<file path="config.mk">
export PLATFORM = sky130hd
export DESIGN_NAME = readout_arbiter
export DESIGN_NICKNAME = d
export VERILOG_FILES = /design/src/rtl/readout_arbiter.sv
export SDC_FILE = /design/constraint.sdc
export NUM_CORES = 1
export LEC_CHECK = 0
export CORE_MARGIN = 5
export CORE_UTILIZATION = 30
export DETAILED_ROUTE_END_ITERATION = 10
export HOLD_SLACK_MARGIN = 0.15
export MAX_ROUTING_LAYER = met4
export PLACE_DENSITY_LB_ADDON = 0.3
export SETUP_SLACK_MARGIN = 0.05
export SYNTH_ARGS = -nofsm -noshare
export SYNTH_HDL_FRONTEND = slang
export SYNTH_SLANG_ARGS = --single-unit
</file>
<file path="constraint.sdc">
create_clock -name clk -period 4.9 [get_ports clk]
set_clock_uncertainty 0.2 [all_clocks]
set_input_delay 0.735 -clock clk [delete_from_list [all_inputs] [get_ports clk]]
set_output_delay 0.735 -clock clk [all_outputs]
set_load 0.02 [all_outputs]
</file>
<file path="src/rtl/readout_arbiter.sv">
// -----------------------------------------------------------------------------
// readout_arbiter
//
// Round-robin scheduler that shares the single serial readout link between
// N_REQ channel readout paths (one memory/PISO readout chain per channel).
// For every grant the block emits a framing header, which is a start bit
// followed by the channel ID MSB first. It then forwards the granted
// requester's serial bitstream to the link until that requester pulses done.
// Each frame is followed by one GAP cycle and one IDLE cycle.
// Arbitration happens only in IDLE.
//
// Optional build macro:
//   WATCHDOG_EN - adds a PAYLOAD watchdog. A frame whose requester does not
//                 pulse done within TIMEOUT payload cycles is aborted through
//                 GAP, and timeout_err pulses for that GAP cycle. Without the
//                 macro, no counter is built, timeout_err is tied low, and a
//                 payload lasts until done.
//
// Parameters:
//   N_REQ   - number of requesters (2..16)
//   ID_W    - channel ID width in the header (2**ID_W >= N_REQ)
//   TIMEOUT - watchdog limit in payload cycles (WATCHDOG_EN only)
//   TO_W    - watchdog counter width (2**TO_W > TIMEOUT)
//
// Ports:
//   clk          in   serial readout clock
//   reset        in   asynchronous, active-high reset
//   req          in   level request per channel, held while data is pending
//   done         in   one-cycle pulse from the granted requester; last bit
//   ser_in       in   serial data bit from each requester's output mux
//   grant        out  one-hot grant, high only in PAYLOAD
//   grant_id     out  index of the current/last granted channel
//   serial_out   out  shared serial link (combinational from ser_in in PAYLOAD)
//   sending      out  high during HEADER and PAYLOAD
//   frame_start  out  one-cycle pulse on the first HEADER cycle
//   timeout_err  out  one-cycle pulse on watchdog abort
// -----------------------------------------------------------------------------
module readout_arbiter #(
    parameter int N_REQ   = 4,
    parameter int ID_W    = 2,
    parameter int TIMEOUT = 1024,
    parameter int TO_W    = 11
) (
    input  logic             clk,
    input  logic             reset,
    input  logic [N_REQ-1:0] req,
    input  logic [N_REQ-1:0] done,
    input  logic [N_REQ-1:0] ser_in,
    output logic [N_REQ-1:0] grant,
    output logic [ID_W-1:0]  grant_id,
    output logic             serial_out,
    output logic             sending,
    output logic             frame_start,
    output logic             timeout_err
);

    // Width of the header bit counter. It counts 0..ID_W.
    localparam int CNT_W = $clog2(ID_W + 1);

    localparam logic [CNT_W-1:0] HDR_LAST = CNT_W'(ID_W);
    localparam logic [CNT_W-1:0] CNT_ONE  = CNT_W'(1);
    localparam logic [ID_W-1:0]  LAST_ID  = ID_W'(N_REQ - 1);
    localparam logic [ID_W-1:0]  ID_ONE   = ID_W'(1);
    localparam logic [N_REQ-1:0] REQ_ONE  = N_REQ'(1);

    // A configuration that cannot be built correctly elaborates the marker
    // block below, so it shows up in the hierarchy.
    localparam bit CFG_OK = ((2 ** ID_W) >= N_REQ) && ((2 ** TO_W) > TIMEOUT)
                            && (N_REQ >= 2) && (TIMEOUT >= 1);

    if (!CFG_OK) begin : g_cfg_invalid
    end

    typedef enum logic [1:0] {
        ST_IDLE    = 2'd0,
        ST_HEADER  = 2'd1,
        ST_PAYLOAD = 2'd2,
        ST_GAP     = 2'd3
    } state_t;

    state_t           state_r;
    logic [ID_W-1:0]  ptr_r;
    logic [ID_W-1:0]  grant_id_r;
    logic [CNT_W-1:0] bit_cnt_r;
    logic [ID_W:0]    hdr_sr_r;
    logic [N_REQ-1:0] grant_r;
    logic             sending_r;
    logic             frame_start_r;

    logic [N_REQ-1:0] ptr_mask_s;
    logic [N_REQ-1:0] hi_req_s;
    logic [ID_W-1:0]  winner_s;
    logic             req_any_s;
    logic             done_hit_s;

`ifdef WATCHDOG_EN
    localparam logic [TO_W-1:0] TO_LAST = TO_W'(TIMEOUT - 1);
    localparam logic [TO_W-1:0] TO_ONE  = TO_W'(1);

    logic [TO_W-1:0] to_cnt_r;
    logic            timeout_err_r;
`endif

    // Index of the lowest set bit of vec. Returns 0 for an empty vector.
    function automatic logic [ID_W-1:0] lowest_set(input logic [N_REQ-1:0] vec);
        logic [ID_W-1:0] id;
        id = '0;
        for (int j = N_REQ - 1; j >= 0; j--) begin
            id = vec[j] ? ID_W'(j) : id;
        end
        return id;
    endfunction

    // Round-robin search: lowest requester at or above ptr, else wrap to lowest
    // overall. Masking by ptr avoids a modulo, so non-power-of-2 N_REQ works.
    assign ptr_mask_s = ~((REQ_ONE << ptr_r) - REQ_ONE);
    assign hi_req_s   = req & ptr_mask_s;
    assign req_any_s  = |req;
    assign winner_s   = (|hi_req_s) ? lowest_set(hi_req_s) : lowest_set(req);

    // Only the granted line's done counts; done on other lines is ignored.
    assign done_hit_s = done[grant_id_r];

    // Main FSM: state, header shift, round-robin pointer and registered outputs.
    always_ff @(posedge clk or posedge reset) begin
        if (reset) begin
            state_r       <= ST_IDLE;
            ptr_r         <= '0;
            grant_id_r    <= '0;
            bit_cnt_r     <= '0;
            hdr_sr_r      <= '0;
            grant_r       <= '0;
            sending_r     <= 1'b0;
            frame_start_r <= 1'b0;
`ifdef WATCHDOG_EN
            to_cnt_r      <= '0;
            timeout_err_r <= 1'b0;
`endif
        end else begin
            frame_start_r <= 1'b0;
`ifdef WATCHDOG_EN
            timeout_err_r <= 1'b0;
`endif
            case (state_r)
                ST_IDLE: begin
                    if (req_any_s) begin
                        grant_id_r    <= winner_s;
                        hdr_sr_r      <= {1'b1, winner_s};
                        bit_cnt_r     <= '0;
                        sending_r     <= 1'b1;
                        frame_start_r <= 1'b1;
                        state_r       <= ST_HEADER;
                    end else begin
                        state_r       <= ST_IDLE;
                    end
                end

                ST_HEADER: begin
                    // Zero-fill, so the shifter is empty once the header ends.
                    hdr_sr_r <= {hdr_sr_r[ID_W-1:0], 1'b0};
                    if (bit_cnt_r == HDR_LAST) begin
                        grant_r <= REQ_ONE << grant_id_r;
`ifdef WATCHDOG_EN
                        to_cnt_r <= '0;
`endif
                        state_r <= ST_PAYLOAD;
                    end else begin
                        bit_cnt_r <= bit_cnt_r + CNT_ONE;
                    end
                end

                ST_PAYLOAD: begin
                    if (done_hit_s) begin
                        grant_r   <= '0;
                        sending_r <= 1'b0;
                        state_r   <= ST_GAP;
`ifdef WATCHDOG_EN
                    end else if (to_cnt_r == TO_LAST) begin
                        grant_r       <= '0;
                        sending_r     <= 1'b0;
                        timeout_err_r <= 1'b1;
                        state_r       <= ST_GAP;
                    end else begin
                        to_cnt_r <= to_cnt_r + TO_ONE;
                    end
`else
                    end else begin
                        state_r <= ST_PAYLOAD;
                    end
`endif
                end

                ST_GAP: begin
                    // The channel after the one just served gets first priority.
                    ptr_r   <= (grant_id_r == LAST_ID) ? '0 : grant_id_r + ID_ONE;
                    state_r <= ST_IDLE;
                end

                default: begin
                    grant_r   <= '0;
                    sending_r <= 1'b0;
                    state_r   <= ST_IDLE;
                end
            endcase
        end
    end

    // Link mux. Header bits come from the shifter and payload bits pass
    // straight from the granted ser_in. The link is low in IDLE and GAP.
    always_comb begin
        serial_out = 1'b0;
        case (state_r)
            ST_HEADER:  serial_out = hdr_sr_r[ID_W];
            ST_PAYLOAD: serial_out = ser_in[grant_id_r];
            default:    serial_out = 1'b0;
        endcase
    end

    assign grant       = grant_r;
    assign grant_id    = grant_id_r;
    assign sending     = sending_r;
    assign frame_start = frame_start_r;

`ifdef WATCHDOG_EN
    assign timeout_err = timeout_err_r;
`else
    assign timeout_err = 1'b0;
`endif

endmodule

</file>
==> results.md, run 1 <==
- Status: finished clean
- IO Count: 24
- # rows: 21
- Total gr overflow: 0
- Hold Crit Start: grant[1]
- Seq/Total Area, Yosys: 40.3%
- DR vias: 827
- Worst R2R Start: state_r[1]
- Via density: 4.86
- Power per cell area: 606 nW/um^2
- Worst-margin pin slew: 0.642 ns
- WL per Instance: 13.2 um
- CTS Buf Count: 3
- Antenna Cells: 0
- Initial antenna violation count: 0
- Hold Path End: grant[1]
- Async SR Flop Fraction: 100%
- Worst hold slack: 0.312 ns
- Max cap viols: 0
- Tot Pwr: 805 uW
- Fin Setup TNS: 0 ns
- Gr usage total: 10.4%
- CTS Hold Bufs: 0
- Vias in the first global route: 882
- Layout Utilization: 39.5%
- Worst path required time: 3.96 ns
- Commonest non-fill, non-tap cell in the layout: clkdlybuf4s50_1
- Fin area: 1330 sq um
- Worst R2R End: hdr_sr_r[1]
- Die width: 69.3 um
- Worst min path class: reg2reg
- Nets: 148
- Flops & latches, synth: 17
- YS warnings: 0
- Core footprint: 3360 sq um
- Synth-to-Final Area Change: 26.1%
- Final Hold Fails: 0
- Clk Tree Root Cell: clkbuf_4
- Peak VDD IR: 0.000223 V
- Share of cells above drive strength 1: 11.3%
- First-pass GRT wire length: 3970 um
- Fin cells: 170
- Hpwl dp: 1780 um
- Crit start category: input pin
- H-tree levels: 1
- Final GP Congestion: 0.744
- Worst path arrival time: 2.32 ns
- Worst Setup Path Type: in2out
- TritonCTS clock tree: done
- Clk_lat worst skew: 0.30 ns
- Fmax: 307 MHz
- Worst reg-to-reg setup slack: 3.00 ns
- DRT iter0 DRCs: 35
- Post-CTS Setup Bufs: 0
- Die area: 4800 sq um
- Syn_area_per_cell: 10.3 sq um
- Hold Path Stages: 2
- Netlist cell types: 35
- Worst slew margin: 57.1%
- Max-slew violation count: 0
- CTS clock-pin slew for the worst setup and hold paths: 0.10 ns
- Largest net degree at the start of global routing: 18
- Number of remaining DRC errors: 0
- Clk buf depth: 2
- Number of synthesized flops with an enable pin: 0
- Synth Flop Type: dfrtp_1
- CTS Sinks: 17
- Chip height: 69.3 um
- Syn_nets: 125
- IO Port Bufs: 22
- DP Cell Count: 166
- Leak: 0.595 nW
- Routed WL: 2250 um
- Post-route setup slack: 1.65 ns
- RSZ-0062 raised after global routing: false
- Resize count post-CTS: 0
- Post-route ant nets: 0
- Most frequent cells in the layout: clkdlybuf4s50_1 (22), dfrtp_1 (17), inv_1 (12)
- Post-Synthesis Cells: 102
- Worst-path fanout max: 1
- Drt pass-1 iters: 4
- CP endpoint kind: output port
- R2R depth: 4
- Number of setup violations in the final report: 0
- Mapped cell area: 1050 sq um
- Tcrit/Tclk final: 66.4%
- Placed cell areas: 1300 sq um
- Starting Density: 31.4%
- Dpl ws: 1.63 ns
- Shortest period the worst path allows: 3.25 ns
-- how the worst max path moves through the flow --
stage | start | endpoint | slack [ns] | cells after the start
global placement | ser_in[1] | serial_out | 1.65 | 5
global route | ser_in[1] | serial_out | 1.57 | 5
floorplan | ser_in[1] | serial_out | 2.54 | 3
finish | ser_in[1] | serial_out | 1.65 | 5
CTS | ser_in[1] | serial_out | 1.63 | 5
detailed placement | ser_in[1] | serial_out | 1.63 | 5
-- cells in the mapped netlist, drive strengths merged (2+ instances only) --
library cell / number / area (sq um)
dfrtp: 17 / 425
inv: 12 / 45.0
ha: 9 / 113
nand2: 9 / 33.8
o21ai: 8 / 47.6
a31oi: 6 / 37.5
a22o: 4 / 36.3
nor2b: 4 / 25.0
a21oi: 3 / 15.0
clkbuf: 3 / 21.3
mux2: 3 / 37.5
nor2: 3 / 13.8
a21o: 2 / 15.0
mux4: 2 / 48.8
nand3: 2 / 10.0
o22ai: 2 / 12.5
-- flip-flops by register name (all words and copies together) (netlist names) --
| name | cells |
|---|---|
| frame_start | 1 |
| sending | 1 |
| grant | 4 |
| grant_id | 2 |
| hdr_sr_r | 3 |
| ptr_r | 2 |
| state_r | 2 |
| bit_cnt_r | 2 |
-- cell families (layout without fill, tap and decap cells) --
group           after synthesis  after routing  share of synthesized area [%]
other cells                   1              1                          0.356
compound gates               31             31                           20.5
mux                           5              5                           8.18
buf+inv                      16             38                           7.00
fa+ha+maj                     9              9                           10.7
flops                        17             17                           40.3
simple gates                 23             23                           12.9
-- critical path: stages --
cell             delay, ns
clkdlybuf4s50_1       0.39
mux4_1                0.51
nand3_1               0.10
nand2_1               0.05
clkdlybuf4s50_1       0.53
-- routing by layer --
| layer | part of all wire [%] | routed length, um | GRT usage (%) |
|---|---|---|---|
| met4 | 2.0 | 44 | 3.90 |
| met5 | 0 | 0 | - |
| met3 | 5.1 | 114 | 3.33 |
| met2 | 43 | 967 | 15.7 |
| met1 | 50 | 1130 | 12.8 |
-- final cells by class --
class                   instances  area, sq um
clock buffers                   4         26.3
inverters                      12         45.0
multi-input cells              69          556
flip-flops and latches         17          425
fillers                       382         2030
repair buffers                 22          220
well taps                      46         57.6
-- power by group --
group          switching (mW)  internal, mW
logic                   0.239         0.223
registers              0.0585         0.205
clock network          0.0487        0.0317
Power figures use the tool's default switching activity.
==> inputs of run 2 (changes only) <==
==> constraint.sdc (replaced) <==
create_clock -name clk -period 3.1 [get_ports clk]
set_clock_uncertainty 0.2 [all_clocks]
set_input_delay 0.465 -clock clk [delete_from_list [all_inputs] [get_ports clk]]
set_output_delay 0.465 -clock clk [all_outputs]
set_load 0.02 [all_outputs]
==> run 2 against run 1 <==
Net effect: final area up 0.56%; non-clock buffer count up 1; hold slack worse by 0.0084 ns; routed wire length up 0.18%; combinational power up 59%; first-iteration DRC count up 29%; via count down 0.12%; die area unchanged; utilization up 0.22 points; global-route usage down 0.21 points; critical path depth down 1.
==> results.md, run 2 (synthesized netlist as in run 1, its figures left out) <==
- # rows: 21
- Number of setup violations in the final report: 0
- Gr usage total: 10.1%
- Clk_lat worst skew: 0.29 ns
- Slowest CP cell: mux4_1
- Worst reg-to-reg setup slack: 1.29 ns
- Peak VDD IR: 0.000341 V
- Tot Pwr: 1.27 mW
- Tcrit/Tclk final: 88.2%
- Crit. path cell count: 4
- Shortest period the worst path allows: 2.73 ns
- Die width: 69.3 um
- Initial antenna violation count: 0
- CP startpoint: grant_id[0]
- Antenna Cells: 0
- Commonest non-fill, non-tap cell in the layout: clkdlybuf4s50_1
- Crit start category: register
- CTS Hold Bufs: 0
- Post-route ant nets: 0
- Max-slew violation count: 0
- Clk buf depth: 2
- Largest net degree at the start of global routing: 18
- Final Hold Fails: 0
- Leak: 0.600 nW
- Hpwl dp: 1790 um
- Worst path required time: 2.43 ns
- Worst R2R End: grant_id[0]
- IO Count: 24
- Starting Density: 31.4%
- Worst path max stage delay: 0.59 ns
- Worst min path class: reg2reg
- Clk Tree Root Cell: clkbuf_4
- CP Buf/Inv Count: 1
- DR vias: 826
- Drt pass-1 iters: 4
- Final GP Congestion: 0.791
- DRT iter0 DRCs: 45
- RSZ-0062 raised after global routing: false
- Worst R2R Start: state_r[0]
- Vias in the first global route: 901
- Top delay family on crit path: multiplexers
- Die area: 4800 sq um
- Power per cell area: 951 nW/um^2
- Fin Setup TNS: 0 ns
- Worst setup path end: serial_out
- Worst-margin pin slew: 0.659 ns
- IO Port Bufs: 22
- Share of cells above drive strength 1: 12.0%
- Core footprint: 3360 sq um
- CTS Sinks: 17
- Number of remaining DRC errors: 0
- CTS Buf Count: 3
- Fmax: 366 MHz
- TritonCTS clock tree: done
- Status: finished clean
- Worst Setup Path Type: reg2out
- WL per Instance: 13.2 um
- First-pass GRT wire length: 3970 um
- Max reg flops: 4
- Worst slew margin: 56.0%
- Synth-to-Final Area Change: 26.8%
- Cell Chain, Critical Path: mux4_1 > nand3_1 > nand2_1 > clkdlybuf4s50_1
- CTS clock-pin slew for the worst setup and hold paths: 0.10 ns
- Chip height: 69.3 um
- Layout fillers: 353
- R2R depth: 5
- Total gr overflow: 0
- Worst path arrival time: 2.07 ns
- Worst-path fanout max: 7
- Resize count post-CTS: 0
- Via density: 4.83
- H-tree levels: 1
- Nets: 149
- CP endpoint kind: output port
- Max cap viols: 0
- Post-CTS Setup Bufs: 0
- Most frequent cells in the layout: clkdlybuf4s50_1 (22), dfrtp_1 (17), inv_1 (12)
- Routed WL: 2260 um
run 2: cell count changes in the layout (fill, tap and decap cells not counted), sizes merged:
| cell | previous run | this run |
|---|---|---|
| buf | 0 | 1 |
run 2: worst min-delay path by stage:
stage | startpoint | endpoint | slack [ns] | cells past startpoint
finish | grant[3] | grant[3] | 0.30 | 2
global route | grant[3] | grant[3] | 0.34 | 2
CTS | grant[3] | grant[3] | 0.31 | 2
detailed placement | grant[3] | grant[3] | 0.29 | 2
global placement | hdr_sr_r[0] | hdr_sr_r[0] | 0.28 | 1
floorplan | reset | bit_cnt_r[0] | 0.19 | 1
run 2: per-stage QoR:
step                      util [%]  cells  setup WS [ns]  hold WS (ns)  instance area, sq um
after detailed placement      39.0    167          0.382         0.289                  1310
after floorplan                  -    102           1.09         0.191                  1050
after global placement        39.0    167          0.393         0.284                  1310
after global routing          39.8    171          0.207         0.337                  1340
after CTS                     39.8    171          0.343         0.312                  1340
final                         39.8    171          0.366         0.303                  1340
run 2: power breakdown:
part           switching (mW)  internal [mW]
registers              0.0926          0.324
clock network          0.0724         0.0500
logic                   0.376          0.357
total                   0.541          0.731
run 2: routing by layer:
metal,track usage (%),wire (um),vias up,part of all wire [%]
li1,-,-,409,-
met1,13.5,1130,382,50
met2,15.5,965,30,43
met3,2.90,135,5,6.0
met4,1.95,23,0,1.0
met5,-,0,-,0
run 2: tightest hold or removal path, stage by stage, from the launching register on:
cell	delay [ns]
dfrtp_1	0.37
nand2_1	0.05
o21ai_0	0.06
run 2: final cells by class:
| cell class | instances | area, sq um | share of cell area, % |
|---|---|---|---|
| tap | 46 | 57.6 | 4.30 |
| timing repair buffer | 23 | 228 | 17.0 |
| sequential | 17 | 425 | 31.8 |
| inverter | 12 | 45.0 | 3.37 |
| clock buffer | 4 | 26.3 | 1.96 |
| multi-input combinational | 69 | 556 | 41.5 |
==> inputs of run 3 (changes only) <==
==> constraint.sdc (replaced) <==
create_clock -name clk -period 3.1 [get_ports clk]
set_clock_uncertainty 0.2 [all_clocks]
set_input_delay 0.31 -clock clk [delete_from_list [all_inputs] [get_ports clk]]
set_output_delay 0.31 -clock clk [all_outputs]
set_load 0.02 [all_outputs]
==> run 3 against run 2 <==
Net effect: final cell count fell by 0.58%; hold slack worse by 0.13 ns; first-iteration DRC count down 24%; largest cell class unchanged; highest routed layer unchanged.
==> results.md, run 3 (synthesized netlist as in run 1, its figures left out) <==
- IO Count: 24
- Final GP Congestion: 0.745
- CTS Sinks: 17
- Post-route ant nets: 0
- Nets: 148
- Drt pass-1 iters: 4
- Tcrit/Tclk final: 86.3%
- CTS Buf Count: 3
- Core footprint: 3360 sq um
- Hpwl dp: 1800 um
- Starting Density: 31.4%
- Share of cells above drive strength 1: 12.1%
- Chip height: 69.3 um
- Synth-to-Final Area Change: 26.2%
- Tot Pwr: 1.27 mW
- Fmax: 374 MHz
- Worst path arrival time: 2.17 ns
- Worst path required time: 2.59 ns
- Resize count post-CTS: 0
- Worst reg-to-reg setup slack: 1.18 ns
- Initial antenna violation count: 0
- Crit start category: register
- Worst Setup Path Type: reg2out
- Leak: 0.598 nW
- Via density: 4.94
- Number of setup violations in the final report: 0
- Peak VDD IR: 0.000428 V
- WL per Instance: 13.3 um
- IO Port Bufs: 22
- TritonCTS clock tree: done
- Post-CTS Setup Bufs: 0
- Worst-path fanout max: 16
- First-pass GRT wire length: 3910 um
- Commonest non-fill, non-tap cell in the layout: clkdlybuf4s50_1
- Vias in the first global route: 886
- CTS Hold Bufs: 0
- Fin area: 1330 sq um
- Number of remaining DRC errors: 0
- Max-slew violation count: 0
- Shortest period the worst path allows: 2.68 ns
- Status: finished clean
- Clk Tree Root Cell: clkbuf_4
- Layout Utilization: 39.6%
- H-tree levels: 1
- Placed cell areas: 1300 sq um
- Die width: 69.3 um
- Largest net degree at the start of global routing: 18
- CP endpoint kind: output port
- R2R depth: 4
- Die area: 4800 sq um
- Worst slew margin: 56.9%
- # rows: 21
- Most frequent cells in the layout: clkdlybuf4s50_1 (22), dfrtp_1 (17), inv_1 (12)
- Antenna Cells: 0
- Fin cells: 170
- Max cap viols: 0
- CTS clock-pin slew for the worst setup and hold paths: 0.12 ns
- Fin Setup TNS: 0 ns
- Gr usage total: 10.4%
- Clk_lat worst skew: 0.31 ns
- Routed WL: 2260 um
- DRT iter0 DRCs: 34
- Max reg flops: 4
- Worst R2R End: hdr_sr_r[1]
- RSZ-0062 raised after global routing: false
- Worst R2R Start: state_r[1]
- Worst min path class: in2async
- Final Hold Fails: 0
- Worst-margin pin slew: 0.646 ns
- DR vias: 839
- Total gr overflow: 0
- Clk buf depth: 2
- DP Cell Count: 166
- Power per cell area: 955 nW/um^2
==> run 3: worst max path at each step <==
stage	startpoint	endpoint	slack, ns
6_report	state_r[1]	serial_out	0.42
5_1_grt	state_r[1]	serial_out	0.24
4_1_cts	state_r[1]	serial_out	0.40
3_5_place_dp	ser_in[1]	serial_out	0.68
3_3_place_gp	ser_in[1]	serial_out	0.70
2_1_floorplan	grant_id[0]	serial_out	1.24
==> run 3: area by class of cell <==
cell class / instances / area [sq um]
Clock buffer: 3 / 22.5
Tap cell: 46 / 57.6
Timing Repair Buffer: 22 / 220
Multi-Input combinational cell: 69 / 556
Clock inverter: 1 / 5.00
Inverter: 12 / 45.0
Sequential cell: 17 / 425
Fill cell: 371 / 2030
==> run 3: power breakdown <==
part           internal, mW  switching (mW)
Combinational         0.352           0.380
Sequential            0.324          0.0925
Clock                0.0482          0.0750
Total                 0.724           0.548
==> run 3: worst max-delay path, cell delays in order, from the launching register on <==
cell and delay [ns]:
dfrtp_1 0.41, inv_1 0.11, ha_1 0.53, nand3_1 0.13, nand2_1 0.10, clkdlybuf4s50_1 0.60
==> run 3: stage by stage <==
stage	setup WS, ns	hold WS, ns
3_5_place_dp	0.677	0.298
5_1_grt	0.241	0.231
6_report	0.423	0.168
2_1_floorplan	1.24	0.0361
4_1_cts	0.401	0.193
3_3_place_gp	0.705	0.282
==> run 3: routing by layer <==
metal / global-route usage (%) / vias up / share of wire (%)
li1: - / 408 / -
met1: 12.2 / 399 / 49
met2: 16.1 / 27 / 44
met3: 3.77 / 5 / 5.7
met4: 3.90 / 0 / 1.6
met5: - / - / 0
